==> config.mk <==
export PLATFORM = sky130hd
export DESIGN_NAME = face_x_tracker
export DESIGN_NICKNAME = d
export VERILOG_FILES = /design/src/rtl/face_x_tracker.sv
export SDC_FILE = /design/constraint.sdc
export NUM_CORES = 1
export LEC_CHECK = 0
export BUFFER_PORTS_ARGS = -buffer_cell sky130_fd_sc_hd__buf_2
export CAP_MARGIN = 25
export CORE_AREA = 2 2 161 225
export DETAILED_ROUTE_END_ITERATION = 8
export DIE_AREA = 0 0 163 227
export GPL_TIMING_DRIVEN = 0
export SYNTH_ARGS = -nofsm -noshare
export SYNTH_HDL_FRONTEND = slang
export SYNTH_SLANG_ARGS = --single-unit
export TNS_END_PERCENT = 1
==> constraint.sdc <==
create_clock -name clk -period 9.4 [get_ports clk]
set_input_delay 0 -clock clk [delete_from_list [all_inputs] [get_ports clk]]
set_output_delay 0 -clock clk [all_outputs]
set_load 0.01 [all_outputs]
==> src/rtl/face_x_tracker.sv <==
// ----------------------------------------------------------------------------
// face_x_tracker
//
// Tracks the horizontal face position for the picture selector. The x
// coordinates of every classified hit pixel are summed over a frame. At
// frame_end the sum and count are latched, and a restoring divider computes
// the centroid, one quotient bit per cycle, MSB first. One updated x is
// published per frame.
//
// Timing: frame_end sampled in cycle N -> CHECK in N+1 -> DIV in N+2..N+11 ->
// DONE in N+12. x and x_valid are both visible in N+12. The next frame_end
// is accepted from N+13.
//
// Optional build macro: FACE_X_SMOOTH_EN
//   When this macro is defined, the new x is (3*x + q) >> 2. The first valid
//   frame after reset, or after a no_target frame, loads q directly.
//
// Ports:
//   clk         in   system clock
//   rst         in   synchronous active-high reset
//   frame_start in   one-cycle pulse on the first pixel of a frame
//   frame_end   in   one-cycle pulse on the last pixel of a frame
//   pix_valid   in   pixel qualifier
//   pix_hit     in   classifier decision (1 = face/skin)
//   pix_x       in   pixel column, 0..639
//   x           out  tracked face x-position
//   x_valid     out  one-cycle strobe when x updates
//   no_target   out  last completed frame had fewer than MIN_HITS hits
//   busy        out  divider running (CHECK/DIV/DONE)
//   overrun     out  one-cycle pulse when a frame_end is dropped
// ----------------------------------------------------------------------------
module face_x_tracker #(
    parameter int                XW       = 10,
    parameter int                CNT_W    = 19,
    parameter int                SUM_W    = 29,
    parameter logic [CNT_W-1:0]  MIN_HITS = 19'd256,
    parameter logic [XW-1:0]     X_INIT   = 10'd320
) (
    input  logic          clk,
    input  logic          rst,
    input  logic          frame_start,
    input  logic          frame_end,
    input  logic          pix_valid,
    input  logic          pix_hit,
    input  logic [XW-1:0] pix_x,
    output logic [XW-1:0] x,
    output logic          x_valid,
    output logic          no_target,
    output logic          busy,
    output logic          overrun
);

    localparam int             IW       = $clog2(XW);
    localparam logic [IW-1:0]  LAST_BIT = IW'(XW - 1);
    localparam logic [XW-1:0]  X_MAX    = 10'd639;

    typedef enum logic [1:0] {
        ST_IDLE  = 2'd0,
        ST_CHECK = 2'd1,
        ST_DIV   = 2'd2,
        ST_DONE  = 2'd3
    } state_t;

    state_t              state_r, state_next_s;
    logic [SUM_W-1:0]    acc_sum_r, acc_sum_next_s, base_sum_s;
    logic [CNT_W-1:0]    acc_cnt_r, acc_cnt_next_s, base_cnt_s;
    logic [SUM_W:0]      sum_ext_s;
    logic [CNT_W:0]      cnt_ext_s;
    logic [SUM_W-1:0]    snap_sum_r;
    logic [CNT_W-1:0]    snap_cnt_r;
    logic [SUM_W:0]      rem_r, shifted_s, div_rem_s;
    logic [XW-1:0]       q_r, q_step_s, q_clamp_s, x_new_s;
    logic [IW-1:0]       bit_idx_r;
    logic                div_ge_s, div_last_s;
    logic                fe_accept_s, fe_drop_s;
    logic [XW-1:0]       x_r;
    logic                x_valid_r, no_target_r, busy_r, overrun_r;
`ifdef FACE_X_SMOOTH_EN
    logic                load_direct_r;
    logic [XW+1:0]       smooth_sum_s;
`endif

    assign fe_accept_s = frame_end && (state_r == ST_IDLE);
    assign fe_drop_s   = frame_end && (state_r != ST_IDLE);
    assign div_last_s  = (state_r == ST_DIV) && (bit_idx_r == {IW{1'b0}});

    // Next accumulator values. frame_start clears first, so a hit on that cycle belongs to the new frame.
    always_comb begin
        base_sum_s = frame_start ? {SUM_W{1'b0}} : acc_sum_r;
        base_cnt_s = frame_start ? {CNT_W{1'b0}} : acc_cnt_r;
        sum_ext_s  = {1'b0, base_sum_s} + {{(SUM_W + 1 - XW){1'b0}}, pix_x};
        cnt_ext_s  = {1'b0, base_cnt_s} + {{CNT_W{1'b0}}, 1'b1};
        if (pix_valid && pix_hit) begin
            // A carry out means the sum overflowed, so saturate instead of wrapping.
            acc_sum_next_s = sum_ext_s[SUM_W] ? {SUM_W{1'b1}} : sum_ext_s[SUM_W-1:0];
            acc_cnt_next_s = cnt_ext_s[CNT_W] ? {CNT_W{1'b1}} : cnt_ext_s[CNT_W-1:0];
        end else begin
            acc_sum_next_s = base_sum_s;
            acc_cnt_next_s = base_cnt_s;
        end
    end

    // Accumulator registers. They clear when a frame_end is accepted and handed to the divider.
    always_ff @(posedge clk) begin
        if (rst) begin
            acc_sum_r <= {SUM_W{1'b0}};
            acc_cnt_r <= {CNT_W{1'b0}};
        end else if (fe_accept_s) begin
            acc_sum_r <= {SUM_W{1'b0}};
            acc_cnt_r <= {CNT_W{1'b0}};
        end else begin
            acc_sum_r <= acc_sum_next_s;
            acc_cnt_r <= acc_cnt_next_s;
        end
    end

    // One restoring-division step. The compare is one bit wider than the sum, so the shifted divisor cannot overflow.
    always_comb begin
        shifted_s = {{(SUM_W + 1 - CNT_W){1'b0}}, snap_cnt_r} << bit_idx_r;
        div_ge_s  = (rem_r >= shifted_s);
        div_rem_s = div_ge_s ? (rem_r - shifted_s) : rem_r;
        q_step_s  = q_r;
        q_step_s[bit_idx_r] = div_ge_s;
        q_clamp_s = (q_step_s > X_MAX) ? X_MAX : q_step_s;
`ifdef FACE_X_SMOOTH_EN
        smooth_sum_s = ({2'b00, x_r} << 1) + {2'b00, x_r} + {2'b00, q_clamp_s};
        x_new_s      = load_direct_r ? q_clamp_s : smooth_sum_s[XW+1:2];
`else
        x_new_s      = q_clamp_s;
`endif
    end

    // Next-state logic for the divider FSM.
    always_comb begin
        state_next_s = state_r;
        case (state_r)
            ST_IDLE:  state_next_s = fe_accept_s ? ST_CHECK : ST_IDLE;
            ST_CHECK: state_next_s = (snap_cnt_r < MIN_HITS) ? ST_IDLE : ST_DIV;
            ST_DIV:   state_next_s = (bit_idx_r == {IW{1'b0}}) ? ST_DONE : ST_DIV;
            ST_DONE:  state_next_s = ST_IDLE;
            default:  state_next_s = ST_IDLE;
        endcase
    end

    // FSM state register.
    always_ff @(posedge clk) begin
        if (rst) begin
            state_r <= ST_IDLE;
        end else begin
            state_r <= state_next_s;
        end
    end

    // Snapshot and divider datapath registers.
    always_ff @(posedge clk) begin
        if (rst) begin
            snap_sum_r <= {SUM_W{1'b0}};
            snap_cnt_r <= {CNT_W{1'b0}};
            rem_r      <= {(SUM_W + 1){1'b0}};
            q_r        <= {XW{1'b0}};
            bit_idx_r  <= {IW{1'b0}};
        end else begin
            if (fe_accept_s) begin
                snap_sum_r <= acc_sum_next_s;
                snap_cnt_r <= acc_cnt_next_s;
            end
            case (state_r)
                ST_CHECK: begin
                    rem_r     <= {1'b0, snap_sum_r};
                    q_r       <= {XW{1'b0}};
                    bit_idx_r <= LAST_BIT;
                end
                ST_DIV: begin
                    rem_r     <= div_rem_s;
                    q_r       <= q_step_s;
                    bit_idx_r <= (bit_idx_r == {IW{1'b0}}) ? bit_idx_r : (bit_idx_r - {{(IW-1){1'b0}}, 1'b1});
                end
                default: begin
                    rem_r     <= rem_r;
                    q_r       <= q_r;
                    bit_idx_r <= bit_idx_r;
                end
            endcase
        end
    end

    // Output registers. x and x_valid load on the last DIV step, so both are visible during DONE.
    always_ff @(posedge clk) begin
        if (rst) begin
            x_r         <= X_INIT;
            x_valid_r   <= 1'b0;
            no_target_r <= 1'b0;
            busy_r      <= 1'b0;
            overrun_r   <= 1'b0;
`ifdef FACE_X_SMOOTH_EN
            load_direct_r <= 1'b1;
`endif
        end else begin
            x_valid_r <= div_last_s;
            busy_r    <= (state_next_s != ST_IDLE);
            overrun_r <= fe_drop_s;
            if (fe_accept_s) begin
                no_target_r <= (acc_cnt_next_s < MIN_HITS);
            end
            if (div_last_s) begin
                x_r <= x_new_s;
            end
`ifdef FACE_X_SMOOTH_EN
            if (fe_accept_s && (acc_cnt_next_s < MIN_HITS)) begin
                load_direct_r <= 1'b1;
            end else if (div_last_s) begin
                load_direct_r <= 1'b0;
            end
`endif
        end
    end

    assign x         = x_r;
    assign x_valid   = x_valid_r;
    assign no_target = no_target_r;
    assign busy      = busy_r;
    assign overrun   = overrun_r;

endmodule

==> results of run 1 <==
sequential cells by signal, indices dropped and copies added, names as in the netlist, 4 cells and up:
name / cells
snap_sum_r: 29
x: 10
acc_sum_r: 29
bit_idx_r: 4
snap_cnt_r: 19
rem_r: 30
q_r: 9
acc_cnt_r: 19
kinds of logic (layout without fill, tap and decap cells):
kind of cell             after synthesis  in the layout  synth area share
buffers and inverters                 89            149           0.03660
multiplexers                          54             54           0.06893
adder cells (fa/ha/maj)               51             51           0.06751
AND/OR/NAND/NOR                      484            484            0.2397
XOR/XNOR                              50             50           0.04527
AO/OA/AOI/OAI                        323            323            0.2213
flip-flops                           155            155            0.3207
cells in the mapped netlist, drive strengths merged, types with 28 or more instances:
cell type	count
xnor2	37
a21oi	79
dfxtp	155
nor3	36
nor2b	37
nor2	153
a211oi	28
nand2	123
clkbuf	40
mux2i	37
nand3	38
ha	49
o21ai	86
power groups by stage:
stage	Sequential, mW	Combinational, mW	Clock, mW
after floorplan	0.689	0.235	0
after global placement	0.691	0.316	0
after detailed placement	0.692	0.316	0
after CTS	0.677	0.320	0.706
after global routing	0.678	0.351	0.728
final	0.677	0.322	0.698
metrics by stage:
step	instance area (µm²)	power (mW)	setup WS, ns	util	std cells
final	10980	1.696	3.945	0.3142	1722
after global routing	10980	1.758	3.528	0.3142	1722
after CTS	10980	1.703	3.957	0.3142	1722
after detailed placement	10390	1.008	3.990	0.2970	1690
after global placement	10390	1.008	4.031	0.2970	1690
after floorplan	9674	0.9248	5.418	-	1206
worst max-delay path, delay by kind of cell (launching register included):
kind            cells  cell delay [ns]
simple gates        3             0.68
buf+inv             6             2.13
compound gates      7             1.67
flops               1             0.42
fa+ha+maj           1             0.38
cell type report:
type,count,area share
clock inverter,12,0.01367
multi-input combinational,962,0.5660
clock buffer,18,0.03907
buffer,61,0.02267
inverter,28,0.009568
tap,456,0.05194
timing repair buffer,30,0.01458
sequential,155,0.2825
cell usage in the layout (no fill, tap or decap), types with 4 or more instances in the layout:
cell       netlist  layout
o21ai_0         78      78
nand2b_1        16      16
dfxtp_1        155     155
a221o_1          4       4
a2bb2oi_1        4       4
or3_1            8       8
a21oi_1         78      78
or2_2           10      10
nand4_1         12      12
nand3b_1         7       7
and2_1          12      12
xnor2_1         37      37
mux2_2           7       7
clkinv_2         0       4
nand3_1         37      37
a22oi_1          5       5
a211oi_1        26      26
mux4_2           9       9
nor2_1         152     152
and3_1          12      12
buf_2           13      41
buf_1            7       7
nand2_1        123     123
a22o_1           6       6
o211ai_1        15      15
clkbuf_16        0      17
clkbuf_1        40      41
nor3_1          34      34
a31o_2           7       7
nor4_1           5       5
inv_1           27      27
o31ai_1         12      12
a21o_1          16      16
o21a_1          15      15
mux2i_1         37      37
ha_1            49      49
nor2b_1         37      37
xor2_1          13      13
o21ai_1          6       6
a31oi_1          9       9
layer usage:
layer,up-vias,global-route usage,wire length (µm)
met2,212,0.3086,15650
met1,4254,0.1815,12100
met3,63,0.01822,1017
met5,-,0,0
li1,4439,-,-
met4,0,0.08878,1423
timing repair:
| action | CTS | global route |
|---|---|---|
| hold endpoints to repair | 3 | 0 |
| buffers inserted | 0 | 0 |
| hold buffers | 2 | 0 |
worst max path at each step:
stage | to | start | cells after the start
4_1_cts | rem_r[11]$_SDFFE_PP0P_ | bit_idx_r[0]$_SDFFE_PP0P_ | 17
3_3_place_gp | rem_r[11]$_SDFFE_PP0P_ | bit_idx_r[0]$_SDFFE_PP0P_ | 17
3_5_place_dp | rem_r[11]$_SDFFE_PP0P_ | bit_idx_r[0]$_SDFFE_PP0P_ | 17
2_1_floorplan | x[6]$_SDFFE_PP1P_ | bit_idx_r[0]$_SDFFE_PP0P_ | 16
6_report | rem_r[12]$_SDFFE_PP0P_ | bit_idx_r[0]$_SDFFE_PP0P_ | 17
5_1_grt | rem_r[12]$_SDFFE_PP0P_ | bit_idx_r[0]$_SDFFE_PP0P_ | 17
==> qor.txt, run 1 <==
Hold_ws: 0.02228 ns
CTS Buf Count: 17
Min Tclk post-route: 5.455 ns
Slowest Stage Delay on Critical Path: 0.55 ns
Total track usage: 0.1651
Least-Margin Pin Slew: 1.072 ns
Slew HR: 0.2850
Startpoint Class: register
#FFs+latches synth: 155
Synth unique cells: 79
Sequential fraction of the synthesis area: 0.3207
R2r setup slk: 3.95 ns
CTS tree: yes
IO Count: 30
H-tree lvl count: 4
CP arrival: 5.73 ns
Synthesized netlist cell count: 1,206
Ranking of synthesized cells by area: dfxtp_1 32%, ha_1 6.3%, nor2_1 5.9%
Post-CTS Resized: 0
Fill cells: 3,750
Routed Wire Length: 30,190 µm
Min-delay worst type: in -> reg
Comb pwr share: 0.190
Worst r2r path cells: 17
Crit-path cells: buf_1 > clkbuf_1 > clkbuf_1 > o21ai_0 > o21ai_0 > o21ai_0 > ha_1 > buf_2 > nand2_1 > nor4_1 > a31oi_1 > a21oi_1 > nor3_4 > o21ai_1 > buf_2 > buf_2 > a211oi_1
Worst Hold End: acc_cnt_r[1]$_SDFF_PP0_
Final Cycle Share: 0.5803
Multi-input gate area: 6217 µm²
Area fraction of the dominant cell type after synthesis: 0.3207
Port Buf Inserts: 28
Clock transition at the registers of the reported paths: 0.06 ns
Hold Path Cell Cnt: 4
Via/cell ratio: 5.208
DIE HEIGHT: 227 µm
Setup TNS: 0 ns
Overflow after GRT: 0
CP Data Required Time: 9.68 ns
Largest fanout on the critical path: 10
Sw Pwr: 0.4959 mW
PD cells: 154.4 nW/µm²
DR DRC count: 0
Setup crit end kind: register
Clock share of power: 0.411
F_max: 183.3 MHz
Internal: 1.200 mW
1st-iter DRT viols: 527
Core area: 34,960 µm²
Routed length per instance: 17.53 µm
Layout cell share with drive strength beyond 1: 0.09795
Final ANT Viol Nets: 0
Vias: 8,968
Synthesized area: 9674 µm²
VDD IR max: 0.0001259 V
Final hold viol count: 0
Post-DP HPWL: 24,070 µm
# diodes: 0
Detailed-router iteration count before antenna repair: 5
Initial core utilization: 0.2767
Reg2reg start: bit_idx_r[0]$_SDFFE_PP0P_
Capturing point of the worst reg2reg path: rem_r[12]$_SDFFE_PP0P_
Post-Route Skew: 0.01152 ns
CP max-delay cell: buf_1
Register Area: 3103 µm²
Number of global-route vias before repair: 8,775
Final nets: 1,322
Net Count, Synth: 1,273
Seq pwr share: 0.399
Largest net degree at the start of global routing: 17
Ys flop type: dfxtp_1
Number of flops mapped to enable cells by yosys: 0
Antenna violations before repair: 0
Ys Warns: 0
Sw frac: 0.2924
Max-Cap Viols: 0
Area of the die: 37,000 µm²
Yosys top cell by area: dfxtp_1
# rows: 81
Clock Tree Buf Depth: 2
P_leak: 4.031 nW
RSZ-0062 raised after global routing: no
First-pass GRT wire length: 47,400 µm
Status: finished, final reports clean
Clk sinks: 155
Area delta synth->final: 13.54%
Die extent in x: 163 µm
Placer Congestion: 0.9066
Clock root cell: clkbuf_16
Critical path class: reg -> reg
Final setup violation count: 0
Worst skew pair latency: 0.44 ns
Worst min-delay path startpoint: pix_hit
Avg Inst Size Synth: 8.022 µm²
Ys async rst share: 0
Final Max Tran Viols: 0
Power figures use the tool's default switching activity.
==> run 2: changes to the inputs <==
--- a/config.mk
+++ b/config.mk
@@ -5,11 +5,12 @@
 export SDC_FILE = /design/constraint.sdc
 export NUM_CORES = 1
 export LEC_CHECK = 0
+export ABC_AREA = 1
 export BUFFER_PORTS_ARGS = -buffer_cell sky130_fd_sc_hd__buf_2
 export CAP_MARGIN = 25
-export CORE_AREA = 2 2 161 225
+export CORE_AREA = 2 2 170 239
 export DETAILED_ROUTE_END_ITERATION = 8
-export DIE_AREA = 0 0 163 227
+export DIE_AREA = 0 0 172 241
 export GPL_TIMING_DRIVEN = 0
 export SYNTH_ARGS = -nofsm -noshare
 export SYNTH_HDL_FRONTEND = slang
==> constraint.sdc (replaced) <==
create_clock -name clk -period 5.3 [get_ports clk]
set_input_delay 0 -clock clk [delete_from_list [all_inputs] [get_ports clk]]
set_output_delay 0 -clock clk [all_outputs]
set_load 0.01 [all_outputs]
==> qor.txt, run 2 <==
Status: finished, final reports clean
CTS Buf Count: 17
Post-Route Skew: 0.01648 ns
Synth unique cells: 59
Post-DP HPWL: 29,240 µm
Die extent in x: 172 µm
Worst min-delay path startpoint: pix_x[0]
Vias: 11,030
Post-CTS Setup Bufs: 0
Largest Register: rem_r
Routed Wire Length: 35,850 µm
Clock Tree Buf Depth: 2
Routed length per instance: 15.73 µm
Final Max Tran Viols: 0
Final hold viol count: 0
Ys async rst share: 0
Yosys top cell by area: dfxtp_1
Max FFs per register: 30
Ys Warns: 0
Final nets: 1,805
Area of the die: 41,450 µm²
Total track usage: 0.1752
Antenna violations before repair: 0
Clock transition at the registers of the reported paths: 0.08 ns
Detailed-router iteration count before antenna repair: 5
Core area: 39,170 µm²
Avg Inst Size Synth: 6.438 µm²
Xor-xnor portion of the synthesized cell area: 0.01689
Largest regs: rem_r x30, acc_sum_r x29, snap_sum_r x29
DIE HEIGHT: 241 µm
Synthesized netlist cell count: 1,691
Max-Cap Viols: 0
RSZ-0062 raised after global routing: no
F_max: 226.3 MHz
Slew HR: 0.4816
Port Buf Inserts: 27
Overflow after GRT: 0
PD cells: 263.2 nW/µm²
Synthesized-area fraction occupied by and/or/nand/nor cells: 0.3640
Most frequent cells in the layout: 402 x nand2_1, 222 x nor2_1, 207 x inv_1
Net Count, Synth: 1,758
Setup crit end kind: register
CP arrival: 4.75 ns
Startpoint Class: register
Post-synthesis adder-cell area fraction: 0.05999
Number of flops mapped to enable cells by yosys: 0
Final Cycle Share: 0.8339
Most frequent cell after synthesis: nand2_1
DR DRC count: 0
# rows: 86
VDD IR max: 0.0002339 V
Largest fanout on the critical path: 10
P_leak: 5.344 nW
1st-iter DRT viols: 710
CTS tree: yes
Final Total Pwr: 3.233 mW
Ranking of synthesized cells by area: dfxtp_1 29%, nand2_1 14%, nor2_1 7.7%
Min-delay worst type: in -> reg
CP Data Required Time: 5.63 ns
Ys flop type: dfxtp_1
Placer Congestion: 0.9889
Synthesized area: 10,890 µm²
Reg2reg start: bit_idx_r[0]$_SDFFE_PP0P_
Clk sinks: 155
Setup TNS: 0 ns
Post-synthesis mux area share: 0.01103
Initial core utilization: 0.2780
Largest family of logic cells by synthesized area: simple AND/OR/NAND/NOR gates
Core Util, Final: 0.3136
Area delta synth->final: 12.83%
#FFs+latches synth: 155
Least-Margin Pin Slew: 0.7748 ns
Area fraction of the dominant cell type after synthesis: 0.2850
Top cells by count, synth: 402 x nand2_1, 222 x nor2_1, 207 x inv_1
H-tree lvl count: 4
Critical path class: reg -> reg
First-pass GRT wire length: 55,780 µm
Final ANT Viol Nets: 0
Clock root cell: clkbuf_16
Worst skew pair latency: 0.44 ns
Min Tclk post-route: 4.419 ns
Sequential fraction of the synthesis area: 0.2850
Via/cell ratio: 4.839
Commonest non-fill, non-tap cell in the layout: nand2_1
IO Count: 30
# diodes: 0
Largest net degree at the start of global routing: 17
Final setup violation count: 0
Number of global-route vias before repair: 10,600
Crit path from: bit_idx_r[0]$_SDFFE_PP0P_
Complex-gate fraction of the synthesized area: 0.1598
Layout cell share with drive strength beyond 1: 0.1051
-- run 2: cell types whose count changed in the layout (fill, tap and decap cells not counted), moves of 17 or more --
cell | before | now
nor3_1 | 34 | 16
nand3_1 | 37 | 85
nor2b_1 | 37 | 0
nor2_1 | 152 | 222
nand2_1 | 123 | 402
nand4_1 | 12 | 29
o22ai_1 | 3 | 34
o21ai_0 | 78 | 136
xnor2_1 | 37 | 7
mux2i_1 | 37 | 12
inv_1 | 27 | 207
a211oi_1 | 26 | 1
o21ai_1 | 6 | 25
-- run 2: routing by layer --
layer / wire, µm / vias up / share of wire / track usage
met5: 0 / - / 0 / 0
met4: 2322 / 0 / 0.065 / 0.1154
met3: 902 / 95 / 0.025 / 0.01787
met2: 18640 / 249 / 0.52 / 0.3280
met1: 13990 / 5088 / 0.39 / 0.1837
li1: - / 5595 / - / -
-- run 2: kinds of logic (layout without fill, tap and decap cells) --
kind of cell | after synthesis | after routing
adder cells (fa/ha/maj) | 51 | 51
flip-flops | 155 | 155
XOR/XNOR | 21 | 21
multiplexers | 12 | 12
buffers and inverters | 274 | 334
AO/OA/AOI/OAI | 313 | 313
AND/OR/NAND/NOR | 865 | 865
-- run 2: cell type report --
| type | instances | area, µm² |
|---|---|---|
| Buffer | 57 | 302.8 |
| Clock buffer | 17 | 425.4 |
| Inverter | 217 | 822.0 |
| Sequential cell | 155 | 3103 |
| Multi-Input combinational cell | 1262 | 6659 |
| Timing Repair Buffer | 28 | 145.1 |
| Fill cell | 4359 | 26880 |
| Tap cell | 528 | 660.6 |
| Clock inverter | 15 | 165.2 |
-- run 2: timing repair --
item,4_1_cts,5_1_grt
resized for setup,0,0
endpoints found under the hold margin,1,0
hold buffers,1,0
setup endpoints to repair,0,0
-- run 2: per-stage QoR --
step                hold slack (ns)  worst slack [ns]  area, µm²  instances
global route                0.05195            0.5258      12280       2279
CTS                       0.0006520            0.8302      12280       2279
detailed placement           0.2519            0.8492      11680       2246
global placement             0.2483            0.9125      11680       2246
floorplan                    0.1227             2.166      10890       1691
finish                      0.02226            0.8805      12280       2279
-- run 2: final timing paths --
kind                                               endpoint  cells past startpoint  slack, ns
worst min register to register  snap_sum_r[19]$_SDFFE_PP0P_                      2       0.45
worst min-delay path                acc_sum_r[0]$_SDFF_PP0_                      4       0.02
worst max register to register       rem_r[23]$_SDFFE_PP0P_                     20       0.88
worst max-delay path                 rem_r[23]$_SDFFE_PP0P_                     20       0.88
-- run 2: report_power, final --
part / total, mW / switching, mW / leakage, nW / internal, mW
Sequential: 1.20 / 0.0144 / 1.26 / 1.19
Clock: 1.26 / 0.560 / 0.283 / 0.703
Combinational: 0.767 / 0.536 / 3.81 / 0.231
Total: 3.23 / 1.11 / 5.34 / 2.12
-- run 2: worst max-delay path: stages, from the launching register on --
cell and delay [ns]:
dfxtp_1 0.41, clkbuf_1 0.35, clkbuf_1 0.37, nand2_1 0.09
o21ai_0 0.13, mux2i_1 0.16, o21ai_0 0.34, o21ai_0 0.25
ha_1 0.45, nand2_2 0.13, nor2_4 0.15, nand2_2 0.08
nor3_2 0.24, nand4_2 0.26, nand3_4 0.24, nand2_4 0.11
nand2_4 0.12, inv_4 0.09, buf_6 0.15, nor2_1 0.12
nor2_1 0.05
